==> src/rtl/alu_reg_unit.sv <==
// 4-bit combinational ALU packaged with an independent 4-bit multi-function register.
// The two halves share only the clock/reset context.
module alu_reg_unit (
    input  logic       clk,
    input  logic       rst_n,
    input  logic [2:0] oc,
    input  logic [3:0] a,
    input  logic [3:0] b,
    output logic [3:0] f,
    input  logic       cl,
    input  logic       ld,
    input  logic [3:0] in,
    input  logic       inc,
    input  logic       dec,
    input  logic       sr,
    input  logic       ir,
    input  logic       sl,
    input  logic       il,
    output logic [3:0] out
);

    logic [7:0] prod;
    logic [3:0] out_d;

    assign prod = {4'b0000, a} * {4'b0000, b};

    always_comb begin
        f = 4'b0000;
        unique case (oc)
            3'b000: f = a + b;
            3'b001: f = a - b;
            3'b010: f = prod[3:0];
            // Divide-by-zero yields zero rather than an undefined quotient.
            3'b011: f = (b == 4'd0) ? 4'd0 : a / b;
            3'b100: f = ~a;
            3'b101: f = a ^ b;
            3'b110: f = a | b;
            3'b111: f = a & b;
        endcase
    end

    // Fixed priority: clear > load > inc > dec > shift right > shift left > hold.
    always_comb begin
        out_d = out;
        if (cl) begin
            out_d = 4'd0;
        end else if (ld) begin
            out_d = in;
        end else if (inc) begin
            out_d = out + 4'd1;
        end else if (dec) begin
            out_d = out - 4'd1;
        end else if (sr) begin
            out_d = {ir, out[3:1]};
        end else if (sl) begin
            out_d = {out[2:0], il};
        end
    end

    always_ff @(posedge clk or negedge rst_n) begin
        if (!rst_n) begin
            out <= 4'd0;
        end else begin
            out <= out_d;
        end
    end

endmodule

==> config.mk <==
export PLATFORM = sky130hd
export DESIGN_NAME = alu_reg_unit
export DESIGN_NICKNAME = d
export VERILOG_FILES = /design/src/rtl/alu_reg_unit.sv
export SDC_FILE = /design/constraint.sdc
export NUM_CORES = 1
export LEC_CHECK = 0
export CORE_MARGIN = 4
export CORE_UTILIZATION = 46
export DETAILED_ROUTE_END_ITERATION = 7
export HOLD_SLACK_MARGIN = 0.15
export PLACE_DENSITY = 0.74
export SYNTH_ARGS = -nofsm -noshare
export SYNTH_HDL_FRONTEND = slang
export SYNTH_SLANG_ARGS = --single-unit
==> constraint.sdc <==
create_clock -name clk -period 7.7 [get_ports clk]
set_input_delay 2.31 -clock clk [delete_from_list [all_inputs] [get_ports clk]]
set_output_delay 2.31 -clock clk [all_outputs]
set_load 0.02 [all_outputs]
==> impl_metrics.ini, run 1 <==
[outcome]
status = finished with violations
violations = setup timing

[cells_and_area]
nFillCells = 219
final_cells = 271
drive_gt1_share_pct = 27.9
largest_reg_flops = 4
largest-register = out
areaGrowthSynthToFinish_pct = 49.7
multi_input_area_um2 = 1390
nNetsFinal = 299
seqCellArea_um2 = 100
top_regs = out x4
num_antenna_cells = 0

[global_routing]
grt_overflow = 0
top_usage_layer = met2
use_met2_pct = 41.1
track_usage_pct = 22.7
met3_usage_pct = 1.93
grt_pass1_wl_mm = 7.58
antenna_found_initial = 0
grt_max_degree = 17
grt_pass1_vias = 1595
use_met1_pct = 29.6

[pwr]
power.density_nw_per_um2 = 97.0
leakagePower_nw = 0.978
peakVddDrop_mv = 0.0535

[floorplan]
start_util_pct = 50.1
die_h_um = 63.7
row_count = 19
die_area_um2 = 4060
die_w_um = 63.7
core-area_um2 = 2850
ios = 33

[cts]
cts-buffers-inserted = 3
cts_max_path_buffers = 2
numClockSinks = 4
cts_tree = done
path_clk_slew_ps = 40
h-tree-depth = 1
worst_skew_pair.late_latency_ps = 240
cts-root-buf = clkbuf_4

[worst_setup_path]
cp_max_fo = 5
r2r_start = out[1]
startpoint_type = input port
startpoint = b[2]
critPathKind = in2out
reg2regPathDepth = 6
worstPathRequired_ps = 5390
cp.arrival_ps = 5520
worstSetupEndpointType = primary output

[placed_design]
dp_cells = 258
io_buffers = 32
gp_congestion = 0.956
hpwl_mm = 3.35

[sta]
hold_viol_final = 0
slew_viol_final = 0
finalWorstSetupSlack_ps = -132
finalCritPeriodShare_pct = 102
rsz0062_at_grt = yes
tns_ps = -132
slew_headroom_pct = 69.6
setup_violations = 1
min_period_ps = 7830
worst_pin_slew_ps = 454
finClkSkew_ps = 7.69
max_freq_mhz = 128

[yosys]
syn-instance-count = 186
synth-edff-count = 0
synthFlopType = dfrtp_1
synthDistinctLibCells = 44
synth.avg_cell_area_um2 = 7.68
syn_nets = 243
synth_top_area_share_pct = 27.1
yosysSeqAreaShare_pct = 7.01
ys_top_cells_by_count = ha_1 (31), nand2_1 (20), inv_1 (17)
yosys-top-cells-area = ha_1 (27%), dfrtp_1 (7.0%), xnor2_1 (6.1%)
synth_most_common_cell = ha_1
synthArstFlopShare_pct = 100
yosysTopAreaCell = ha_1
yosys_warnings = 0
synth_area_um2 = 1430
synth-seq-cells = 4

[drt]
wl_mm = 4.53
ant_nets = 0
drc = 0
drtIter0Drc = 135
via_count = 1591
dr.pass1.iters = 4
wl_per_cell_um = 16.7
routed_via_density = 5.87

[flow_run]
maxCapViolCount = 0

[worst_hold_path]
hold_depth = 1
hold_start = out[3]
hp-class = reg2reg
worst max-delay path: stages:
cell and delay (ps):
buf_8 100, nor3_4 240, a21oi_4 90, a21oi_4 150, ha_4 230, o21a_4 120, o21ai_4 230, nor3_2 90
a21o_1 200, ha_4 280, o21ai_2 70, a21oi_4 230, buf_4 150, mux2_2 330, ha_1 290, a21oi_2 140
o221ai_2 100, buf_4 170
worst paths after layout:
path	slack, ps	to
min reg2reg	710	out[3]
min	710	out[3]
max in group asynchronous	5250	out[2]
max	-130	f[0]
max reg2reg	5870	out[2]
min in group asynchronous	2270	out[0]
through the flow:
stage	hold slack (ps)	setup slack (ps)	cell area [um^2]	total power [mW]	util, %
3_5_place_dp	683	-1230	1880	0.156	66.0
5_1_grt	736	-297	2140	0.225	75.0
2_1_floorplan	732	63.5	1440	0.104	-
4_1_cts	699	-236	2020	0.194	70.7
6_report	713	-132	2140	0.208	75.0
3_3_place_gp	662	-979	1880	0.150	66.0
what timing repair did:
item | CTS | global route
gates resized for setup | 51 | 13
pin swaps | 15 | 14
setup endpoints to repair | 2 | 2
setup buffers | 6 | 4
hold buffers | 0 | 0
cell usage in the layout (no fill, tap or decap), drive strengths merged, types with 3 or more instances in the layout:
| cell type | count |
|---|---|
| nor3b | 3 |
| nand2 | 20 |
| xnor2 | 10 |
| buf | 33 |
| nor2 | 10 |
| a21o | 3 |
| dfrtp | 4 |
| a21oi | 11 |
| ha | 31 |
| nor3 | 3 |
| clkdlybuf4s50 | 24 |
| inv | 19 |
| o221ai | 3 |
| mux2 | 3 |
| mux2i | 6 |
| a221o | 3 |
| nand3 | 3 |
| nand2b | 4 |
| xor2 | 3 |
| clkbuf | 3 |
| o21ai | 19 |
cell families (layout without fill, tap and decap cells):
kind of cell             after synthesis  after routing  synth area share [%]
flip-flops                             4              4                  7.01
AO/OA/AOI/OAI                         52             52                  24.2
buffers and inverters                 27             81                  8.32
XOR/XNOR                              13             13                  7.97
adder cells (fa/ha/maj)               32             32                  28.5
multiplexers                          10             10                  8.14
AND/OR/NAND/NOR                       48             48                  15.8
layer usage:
metal,wire length (um),share of wire (%),up-vias
met5,0,0,-
met4,30,0.66,0
met3,294,6.5,4
met2,2320,51,65
met1,1890,42,750
li1,-,-,772
report_power, final:
group | total [mW] | switching, mW | internal [mW]
registers | 0.0270 | 0.00413 | 0.0229
clock network | 0.0265 | 0.00905 | 0.0175
logic | 0.154 | 0.0745 | 0.0796
final cells by class:
type,instances,area share [%]
Timing Repair Buffer,59,24.3
Multi-Input combinational cell,155,64.8
Clock buffer,3,1.05
Inverter,19,3.33
Tap cell,31,1.81
Sequential cell,4,4.68
Note: power is estimated with default switching activity, not from simulation.
==> inputs of run 2 (changes only) <==
--- a/config.mk
+++ b/config.mk
@@ -5,11 +5,12 @@
 export SDC_FILE = /design/constraint.sdc
 export NUM_CORES = 1
 export LEC_CHECK = 0
+export CORE_ASPECT_RATIO = 2
 export CORE_MARGIN = 4
-export CORE_UTILIZATION = 46
+export CORE_UTILIZATION = 50
 export DETAILED_ROUTE_END_ITERATION = 7
 export HOLD_SLACK_MARGIN = 0.15
-export PLACE_DENSITY = 0.74
+export PLACE_DENSITY = 0.77
 export SYNTH_ARGS = -nofsm -noshare
 export SYNTH_HDL_FRONTEND = slang
 export SYNTH_SLANG_ARGS = --single-unit
==> constraint.sdc (replaced) <==
create_clock -name clk -period 8.87 [get_ports clk]
set_input_delay 2.661 -clock clk [delete_from_list [all_inputs] [get_ports clk]]
set_output_delay 2.661 -clock clk [all_outputs]
set_load 0.02 [all_outputs]
==> run 2 against run 1 <==
The run now ends clean. Clock power is 40% higher. Count of clock-buffer cells in the layout stayed put. Worst setup slack better by 170 ps. Via count is 2.6% higher. Flip-flop and latch count stayed put. Worst hold slack better by 4.0 ps. Sequential share of layout area is 0.061 points higher. First-iteration DRC count is 74% lower. Critical path type unchanged. Largest power group unchanged.
==> impl_metrics.ini, run 2 (synthesis gave the netlist of run 1 again) <==
[global_routing]
grt_pass1_wl_mm = 7.83
track_usage_pct = 27.1
grt_max_degree = 18
antenna_found_initial = 0
grt_overflow = 0
grt_pass1_vias = 1730

[placed_design]
gp_congestion = 0.928
dpl-instance-area_um2 = 1880
hpwl_mm = 3.79
dp_cells = 258
io_buffers = 32

[sta]
hold_viol_final = 0
slew_headroom_pct = 69.3
worst_pin_slew_ps = 459
finClkSkew_ps = 6.61
slew_viol_final = 0
max_freq_mhz = 113
finalCritPeriodShare_pct = 99.6
min_period_ps = 8840
setup_violations = 0

[cells_and_area]
largest_reg_flops = 4
final_area_um2 = 2110
nNetsFinal = 299
areaGrowthSynthToFinish_pct = 47.8
final_cells = 269
final_cell_mix = ha_1 (27), buf_4 (27), clkdlybuf4s50_1 (26)
drive_gt1_share_pct = 25.8
num_antenna_cells = 0
largest-register = out
top_regs = out x4

[drt]
routed_via_density = 6.07
ant_nets = 0
dr.pass1.iters = 4
drc = 0
wl_per_cell_um = 19.0
via_count = 1632
wl_mm = 5.11
drtIter0Drc = 35

[worst_hold_path]
hp-class = reg2reg

[pwr]
leakagePower_nw = 0.965
power.density_nw_per_um2 = 93.2
peakVddDrop_mv = 0.0733

[cts]
worst_skew_pair.late_latency_ps = 210
h-tree-depth = 1
numClockSinks = 4
cts-buffers-inserted = 3
cts_max_path_buffers = 2
cts-root-buf = clkbuf_8
path_clk_slew_ps = 30
cts_hold_buffers = 0
cts_tree = done

[floorplan]
die_w_um = 45.8
row_count = 27
start_util_pct = 52.2
die_area_um2 = 3830
ios = 33
die_h_um = 83.6
core-area_um2 = 2740

[worst_setup_path]
cp.arrival_ps = 6170
worstSetupEndpointType = primary output
startpoint_type = input port
cp_max_fo = 5
worstPathRequired_ps = 6210
critPathKind = in2out

[flow_run]
maxCapViolCount = 0

[outcome]
status = completed
==> run 2: cell types whose count changed in the layout (fill, tap and decap cells not counted), moves of 2 or more <==
cell | before | now
clkbuf_2 | 0 | 4
buf_2 | 3 | 0
clkbuf_4 | 3 | 0
clkbuf_8 | 0 | 3
buf_8 | 2 | 0
clkdlybuf4s50_1 | 24 | 26
==> run 2: cell type report <==
type	count	area, um^2
clock buffer	3	41.3
fill	182	624
inverter	19	71.3
multi-input combinational	155	1360
sequential	4	100
tap	29	36.3
timing repair buffer	59	504
==> run 2: worst paths after layout <==
kind | start | slack [ps] | endpoint | depth (start not counted)
max reg2reg | out[1] | 7030 | out[2] | 6
min | out[3] | 720 | out[3] | 1
max in group asynchronous | rst_n | 6040 | out[3] | 1
min in group asynchronous | rst_n | 2650 | out[0] | 1
min reg2reg | out[3] | 720 | out[3] | 1
max | a[2] | 30 | f[0] | 19
==> run 2: power breakdown <==
part           total (mW)  switching [mW]  internal, mW  leakage, nW
sequential         0.0234         0.00355        0.0199       0.0518
clock              0.0371         0.00828        0.0288       0.0216
combinational       0.136          0.0682        0.0681        0.892
total               0.197          0.0800         0.117        0.965
==> run 2: layer usage <==
layer / vias up / global-route usage [%] / routed length, um
li1: 775 / - / -
met1: 750 / 24.1 / 1590
met2: 73 / 48.5 / 2690
met3: 34 / 3.89 / 291
met4: 0 / 21.8 / 532
met5: - / 0 / 0
==> run 2: worst max-delay path, cell delays in order <==
cell,delay (ps)
clkdlybuf4s50_1,460
ha_1,350
o21a_1,240
o21ai_4,260
nand2_2,120
o21ai_4,90
ha_4,230
o21a_1,130
o21ai_2,210
a21oi_4,110
nor2_2,130
a21oi_2,50
ha_1,310
a21boi_1,140
o21ai_1,150
nand2b_1,90
a21oi_2,170
o221ai_2,100
buf_4,170
==> run 2: what timing repair did <==
item / 4_1_cts / 5_1_grt
resized for setup: 23 / 27
gates cloned: 0 / 0
setup endpoints to repair: 2 / 2
setup buffers: 6 / 3
pin swaps: 8 / 15
==> run 2: per-stage QoR <==
step	total power [mW]	util [%]	hold WS [ps]	setup WS, ps	TNS [ps]
final	0.197	77.2	717	34.2	0
after global routing	0.210	77.2	756	-63.5	-63.5
after CTS	0.182	73.5	718	9.18	0
after detailed placement	0.137	68.7	711	-966	-1200
after global placement	0.132	68.7	682	-574	-574
after floorplan	0.0891	-	732	257	0
